File: src/rtl/chacha_pkg.sv
// Shared types for the ChaCha20 keystream path: core word/block types,
// block geometry, sequencer state encoding and a little-endian byte picker.
package chacha_pkg;

  localparam int unsigned WORD_W      = 32;
  localparam int unsigned BLOCK_WORDS = 16;
  localparam int unsigned BLOCK_BYTES = 64;
  localparam int unsigned IDX_W       = 6;

  typedef logic [WORD_W-1:0] word_t;
  typedef word_t [BLOCK_WORDS-1:0] block_t;

  typedef enum logic [1:0] {
    ST_IDLE,
    ST_FETCH,
    ST_STREAM,
    ST_FIN
  } state_e;

  // Byte k of a block, little-endian within each word (RFC 8439 order).
  function automatic logic [7:0] block_byte(input block_t blk, input logic [IDX_W-1:0] k);
    word_t w;
    w = blk[k[5:2]];
    return w[{k[1:0], 3'b000} +: 8];
  endfunction

endpackage

File: src/rtl/block_byte_buffer.sv
// One 64-byte keystream block register with a load port (from the core) and a
// swap port (from the sibling buffer), plus a byte-select read mux.
// Ports: clk/rst (sync, active-high); load/load_data; swap/swap_data;
//        sel (6-bit byte index); words (registered contents); sel_byte_c.
module block_byte_buffer
  import chacha_pkg::*;
(
  input  logic             clk,
  input  logic             rst,
  input  logic             load,
  input  block_t           load_data,
  input  logic             swap,
  input  block_t           swap_data,
  input  logic [IDX_W-1:0] sel,
  output block_t           words,
  output logic [7:0]       sel_byte_c
);

  block_t words_q, words_d;

  // Fresh core data takes priority over a swap.
  always_comb begin
    words_d = words_q;
    if (load) begin
      words_d = load_data;
    end else if (swap) begin
      words_d = swap_data;
    end
  end

  always_ff @(posedge clk) begin
    if (rst) begin
      words_q <= '0;
    end else begin
      words_q <= words_d;
    end
  end

  assign words      = words_q;
  assign sel_byte_c = block_byte(words_q, sel);

endmodule

File: src/rtl/keystream_sequencer.sv
// Drives the ChaCha20 block core one 64-byte block at a time and streams the
// keystream out as bytes, prefetching the next block while the current one
// drains so the byte stream has no bubble at block boundaries.
// Ports: clk, rst (sync, active-high); start/msg_len/init_ctr (message setup);
//        core_start/core_ctr -> core, core_done/core_block <- core;
//        ks_byte/ks_valid/ks_last with ks_ready (byte stream);
//        busy, done (end pulse), err_wrap (sticky counter overflow).
module keystream_sequencer
  import chacha_pkg::*;
#(
  parameter int unsigned LEN_W = 16
) (
  input  logic             clk,
  input  logic             rst,
  input  logic             start,
  input  logic [LEN_W-1:0] msg_len,
  input  logic [31:0]      init_ctr,
  output logic             core_start,
  output logic [31:0]      core_ctr,
  input  logic             core_done,
  input  block_t           core_block,
  output logic [7:0]       ks_byte,
  output logic             ks_valid,
  input  logic             ks_ready,
  output logic             ks_last,
  output logic             busy,
  output logic             done,
  output logic             err_wrap
);

  localparam logic [IDX_W-1:0] LAST_IDX = IDX_W'(BLOCK_BYTES - 1);

  state_e           state_q, state_d;
  logic             core_start_q, core_start_d;
  logic [31:0]      core_ctr_q, core_ctr_d;
  logic [7:0]       ks_byte_q, ks_byte_d;
  logic             ks_valid_q, ks_valid_d;
  logic             ks_last_q, ks_last_d;
  logic             busy_q, busy_d;
  logic             done_q, done_d;
  logic             err_wrap_q, err_wrap_d;
  logic [LEN_W-1:0] rem_q, rem_d;
  logic [IDX_W-1:0] idx_q, idx_d;
  logic             pend_q, pend_d;
  logic             next_valid_q, next_valid_d;

  logic             cur_load, cur_swap, nxt_load;
  block_t           cur_words, nxt_words;
  logic [7:0]       cur_byte_c, nxt_byte0_c;

  block_byte_buffer u_cur (
    .clk       (clk),
    .rst       (rst),
    .load      (cur_load),
    .load_data (core_block),
    .swap      (cur_swap),
    .swap_data (nxt_words),
    .sel       (IDX_W'(idx_q + 1'b1)),
    .words     (cur_words),
    .sel_byte_c(cur_byte_c)
  );

  block_byte_buffer u_nxt (
    .clk       (clk),
    .rst       (rst),
    .load      (nxt_load),
    .load_data (core_block),
    .swap      (cur_swap),
    .swap_data (cur_words),
    .sel       ('0),
    .words     (nxt_words),
    .sel_byte_c(nxt_byte0_c)
  );

  // Next-state, datapath and request logic.
  always_comb begin
    logic xfer;
    logic got;
    logic issue;

    state_d      = state_q;
    core_start_d = 1'b0;
    core_ctr_d   = core_ctr_q;
    ks_byte_d    = ks_byte_q;
    ks_valid_d   = ks_valid_q;
    ks_last_d    = ks_last_q;
    done_d       = 1'b0;
    err_wrap_d   = err_wrap_q;
    rem_d        = rem_q;
    idx_d        = idx_q;
    pend_d       = pend_q;
    next_valid_d = next_valid_q;
    cur_load     = 1'b0;
    cur_swap     = 1'b0;
    nxt_load     = 1'b0;
    issue        = 1'b0;

    xfer = ks_valid_q && ks_ready;
    // Only a response to our own outstanding request counts.
    got  = pend_q && core_done;

    case (state_q)
      ST_IDLE: begin
        if (start) begin
          err_wrap_d   = 1'b0;
          next_valid_d = 1'b0;
          pend_d       = 1'b0;
          if (msg_len == '0) begin
            state_d = ST_FIN;
            done_d  = 1'b1;
          end else begin
            rem_d        = msg_len;
            core_ctr_d   = init_ctr;
            core_start_d = 1'b1;
            pend_d       = 1'b1;
            state_d      = ST_FETCH;
          end
        end
      end

      ST_FETCH: begin
        if (got) begin
          cur_load   = 1'b1;
          pend_d     = 1'b0;
          idx_d      = '0;
          ks_byte_d  = block_byte(core_block, '0);
          ks_valid_d = 1'b1;
          ks_last_d  = (rem_q == LEN_W'(1));
          state_d    = ST_STREAM;
          issue      = (rem_q > LEN_W'(BLOCK_BYTES));
        end
      end

      ST_STREAM: begin
        // Prefetch landing while the current block is still mid-stream.
        if (got && !(xfer && idx_q == LAST_IDX)) begin
          nxt_load     = 1'b1;
          next_valid_d = 1'b1;
          pend_d       = 1'b0;
        end
        if (xfer) begin
          rem_d     = rem_q - 1'b1;
          idx_d     = IDX_W'(idx_q + 1'b1);
          ks_last_d = (rem_q == LEN_W'(2));
          ks_byte_d = cur_byte_c;
          if (rem_q == LEN_W'(1)) begin
            ks_valid_d = 1'b0;
            ks_last_d  = 1'b0;
            done_d     = 1'b1;
            state_d    = ST_FIN;
          end else if (idx_q == LAST_IDX) begin
            if (next_valid_q) begin
              cur_swap     = 1'b1;
              next_valid_d = 1'b0;
              ks_byte_d    = nxt_byte0_c;
              issue        = (rem_q > LEN_W'(BLOCK_BYTES + 1));
            end else if (got) begin
              // Prefetch arrives exactly at the boundary: straight into current.
              cur_load  = 1'b1;
              pend_d    = 1'b0;
              ks_byte_d = block_byte(core_block, '0);
              issue     = (rem_q > LEN_W'(BLOCK_BYTES + 1));
            end else if (pend_q) begin
              ks_valid_d = 1'b0;
              ks_last_d  = 1'b0;
              state_d    = ST_FETCH;
            end else begin
              // No further block could be requested (counter exhausted).
              ks_valid_d = 1'b0;
              ks_last_d  = 1'b0;
              done_d     = 1'b1;
              state_d    = ST_FIN;
            end
          end
        end
      end

      ST_FIN: begin
        state_d = ST_IDLE;
      end

      default: begin
        state_d = ST_IDLE;
      end
    endcase

    // Request the following block unless its counter would wrap.
    if (issue) begin
      if (core_ctr_q == '1) begin
        err_wrap_d = 1'b1;
      end else begin
        core_start_d = 1'b1;
        core_ctr_d   = core_ctr_q + 32'd1;
        pend_d       = 1'b1;
      end
    end

    busy_d = (state_d != ST_IDLE);
  end

  always_ff @(posedge clk) begin
    if (rst) begin
      state_q      <= ST_IDLE;
      core_start_q <= 1'b0;
      core_ctr_q   <= '0;
      ks_byte_q    <= '0;
      ks_valid_q   <= 1'b0;
      ks_last_q    <= 1'b0;
      busy_q       <= 1'b0;
      done_q       <= 1'b0;
      err_wrap_q   <= 1'b0;
      rem_q        <= '0;
      idx_q        <= '0;
      pend_q       <= 1'b0;
      next_valid_q <= 1'b0;
    end else begin
      state_q      <= state_d;
      core_start_q <= core_start_d;
      core_ctr_q   <= core_ctr_d;
      ks_byte_q    <= ks_byte_d;
      ks_valid_q   <= ks_valid_d;
      ks_last_q    <= ks_last_d;
      busy_q       <= busy_d;
      done_q       <= done_d;
      err_wrap_q   <= err_wrap_d;
      rem_q        <= rem_d;
      idx_q        <= idx_d;
      pend_q       <= pend_d;
      next_valid_q <= next_valid_d;
    end
  end

  assign core_start = core_start_q;
  assign core_ctr   = core_ctr_q;
  assign ks_byte    = ks_byte_q;
  assign ks_valid   = ks_valid_q;
  assign ks_last    = ks_last_q;
  assign busy       = busy_q;
  assign done       = done_q;
  assign err_wrap   = err_wrap_q;

endmodule
File: config.mk
export PLATFORM = sky130hd
export DESIGN_NAME = keystream_sequencer
export DESIGN_NICKNAME = d
export VERILOG_FILES = /design/src/rtl/chacha_pkg.sv /design/src/rtl/block_byte_buffer.sv /design/src/rtl/keystream_sequencer.sv
export SDC_FILE = /design/constraint.sdc
export NUM_CORES = 2
export LEC_CHECK = 0
export BUFFER_PORTS_ARGS = -buffer_cell sky130_fd_sc_hd__clkbuf_2
export CORE_UTILIZATION = 45
export DETAILED_ROUTE_END_ITERATION = 8
export PLACE_DENSITY = 0.66
export SKIP_CTS_REPAIR_TIMING = 1
export SYNTH_ARGS = -nofsm -noshare
export SYNTH_HDL_FRONTEND = slang
export SYNTH_SLANG_ARGS = --single-unit
File: constraint.sdc
create_clock -name clk -period 2.9 [get_ports clk]
set_input_delay 0 -clock clk [delete_from_list [all_inputs] [get_ports clk]]
set_output_delay 0 -clock clk [all_outputs]
set_load 0.05 [all_outputs]
==> summary.txt <==
Status
  – Status: finished with violations
  – Failing checks: setup timing

Critical path
  – Arr. time, crit path: 3.65 ns
  – CP required: 3.49 ns
  – Crit Path Max Fanout: 10
  – Worst Setup End Kind: flip-flop
  – Critical path class: flip-flop to flip-flop
  – Startpoint Class: flip-flop

STA
  – Hold violation total from the final report: 0
  – Max Slew Vio Count: 0
  – Final worst-path cycle share: 105%
  – Max-slew headroom: 23.8%
  – RSZ-0062 raised after global routing: yes
  – Setup tns final: -0.329 ns
  – Worst clock skew: 0.0394 ns
  – Least-Margin Pin Slew: 1.14 ns
  – Max Freq: 327 MHz
  – # setup viols final: 20
  – Minimum clock period: 3.06 ns
  – Final worst setup slack: -0.159 ns

Clock tree
  – Total CTS buffers: 118
  – CTS Root Cell: clkbuf_16
  – H-tree levels: 3
  – CTS Buffer Depth: 3
  – TritonCTS clock tree: yes
  – Worst-path clk slew: 0.07 ns
  – # clock sinks: 1096
  – Worst skew pair latency: 0.74 ns

Detailed routing
  – Via Count: 57800
  – Final ANT Viol Nets: 0
  – WL/cell: 23.4 um
  – Number of remaining DRC errors: 0
  – Final Routed Wirelength: 221000 um
  – Initial DRC count: 6928
  – Vias per cell: 6.11
  – Initial DRT Pass Iterations: 7

Layout
  – Leading cell type in the layout, fill and taps excluded: nand2_1
  – Nets@finish: 8285
  – Area growth, synth to finish: 33.2%
  – Share of cells above drive strength 1: 20.5%
  – Most frequent cells in the layout: nand2_1, dfxtp_1, nor2_1
  – End-of-flow core utilization: 60.7%
  – Design area: 0.0718 mm^2
  – Filler instances: 9967

Floorplanning
  – IO Pins: 611
  – Core box area: 0.118 mm^2
  – Die area: 0.121 mm^2
  – FP Rows: 126
  – Initial core utilization: 45.5%
  – Die H: 348 um
  – Die W: 348 um

GRT
  – GRT Util Overall: 32.2%
  – Global route overflow: 0
  – Vias in the first global route: 47600
  – First-pass GRT wire length: 303000 um
  – Initial antenna violation count: 85
  – Largest net degree at the start of global routing: 160

Logic synthesis
  – Syn Area/Cell: 8.06 um^2
  – Instance count of the mapped netlist: 6690
  – Syn. warnings: 0
  – Register bit count reported by yosys: 1096
  – Top FF cell, synth: dfxtp_1
  – Ys async rst share: 0%
  – Post-synthesis sequential area ratio: 40.7%
  – Post-synth EDFFs: 0
  – Syn_nets: 7265
  – Post-Synthesis Cell Area: 0.0539 mm^2
  – Post-synth cell types: 84

Pwr
  – P_leak: 25.1 nW
  – Total power: 0.0347 W
  – Max IR drop VDD: 0.474 mV
  – Pwr/cell area: 484 mW/mm^2

Run
  – Max Cap Viol: 0

Placement
  – Final HPWL DP: 148000 um
  – Port-buffer cells: 610
  – Placed inst area: 0.0596 mm^2
  – GPL Wtd Cong: 0.986

Worst hold path
  – Worst min path class: primary input to flip-flop
## synthesized netlist by cell type (all sizes together), types with 5 or more instances
master | count | area [um^2]
nand3 | 40 | 210
or4 | 7 | 52.6
a211o | 11 | 96.3
a31oi | 27 | 175
o21ai | 43 | 219
ha | 10 | 125
a21oi | 60 | 304
o211ai | 9 | 67.6
or2 | 6 | 37.5
a21o | 6 | 45.0
nand4 | 19 | 119
clkbuf | 406 | 1520
a32oi | 5 | 43.8
buf | 247 | 1720
a221oi | 8 | 70.1
xor2 | 5 | 51.3
a22oi | 8 | 60.1
nand3b | 6 | 45.0
mux4 | 110 | 2480
a221o | 5 | 50.1
inv | 14 | 52.6
or3 | 8 | 50.1
nor2 | 1100 | 4130
a311oi | 1027 | 10300
o22ai | 31 | 194
nor3 | 44 | 225
o31ai | 5 | 37.5
mux2i | 36 | 360
and3 | 11 | 68.8
o221ai | 7 | 61.3
a211oi | 11 | 82.6
nor4 | 20 | 140
mux2 | 6 | 67.6
nand2 | 2158 | 8100
dfxtp | 1096 | 21900
and4 | 9 | 78.8
and2 | 8 | 50.1
## layout make-up
type | instances | area, um^2 | share of cell area (%)
Inverter | 15 | 56.3 | 0.0784
Multi-Input combinational cell | 4926 | 29200 | 40.6
Timing Repair Buffer | 1553 | 14300 | 19.9
Sequential cell | 1096 | 21900 | 30.6
Antenna cell | 53 | 133 | 0.185
Clock inverter | 54 | 808 | 1.13
Tap cell | 1600 | 2000 | 2.79
Clock buffer | 162 | 3410 | 4.75
## metrics by stage
step | setup slack (ns) | std cells | hold slack (ns)
floorplan | 0.110 | 6690 | 0.126
global placement | -0.0685 | 8530 | 0.219
detailed placement | -0.0825 | 8530 | 0.223
CTS | -0.103 | 8746 | -0.524
global route | -0.230 | 9431 | 0.0725
finish | -0.159 | 9459 | 0.0829
## critical path, stage by stage (launching register included)
cell and delay (ns):
dfxtp_2 0.32, or4_4 0.56, nor4_4 0.34, a31oi_4 0.16
a31oi_1 0.23, nand3b_1 0.18, buf_12 0.14, buf_12 0.13
buf_16 0.12, buf_12 0.15, clkbuf_16 0.18, nor2_1 0.05
a311oi_1 0.37
## logic make-up after synthesis
logic type / share of synthesized area [%]
AO/OA/AOI/OAI: 22.5
XOR/XNOR: 0.174
adder cells (fa/ha/maj): 0.232
buffers and inverters: 6.12
flip-flops: 40.7
multiplexers: 5.39
AND/OR/NAND/NOR: 24.9
## final timing paths
kind,start,endpoint,slack (ns),depth (start not counted)
hold reg to reg,u_nxt.words[389],u_cur.words[389],0.46,2
setup reg to reg,rem_q[12],u_cur.words[336],-0.16,12
setup / recovery,rem_q[12],u_cur.words[336],-0.16,12
hold / removal,init_ctr[15],core_ctr[15],0.08,4
## layer usage
layer / vias to the layer above / global-route usage (%) / part of all wire [%]
met2: 3260 / 46.3 / 43
met5: - / 0 / 0.23
met4: 80 / 14.5 / 5.1
met1: 27800 / 43.1 / 41
li1: 26000 / - / -
met3: 653 / 11.4 / 11
## flip-flops by register name (all words and copies together), names as in the netlist, 2 cells and up
| signal | flops |
|---|---|
| u_nxt.words | 512 |
| u_cur.words | 512 |
| core_ctr | 32 |
| state_q | 2 |
| rem_q | 16 |
| ks_byte | 8 |
| idx_q | 6 |
## report_power, final
part | switching (W) | internal [W] | leakage [nW]
Clock | 0.00671 | 0.00988 | 2.09
Sequential | 0.000161 | 0.0152 | 8.84
Combinational | 0.00158 | 0.00120 | 14.2
Total | 0.00845 | 0.0263 | 25.1
No activity file was read; power rests on OpenSTA's default activity.
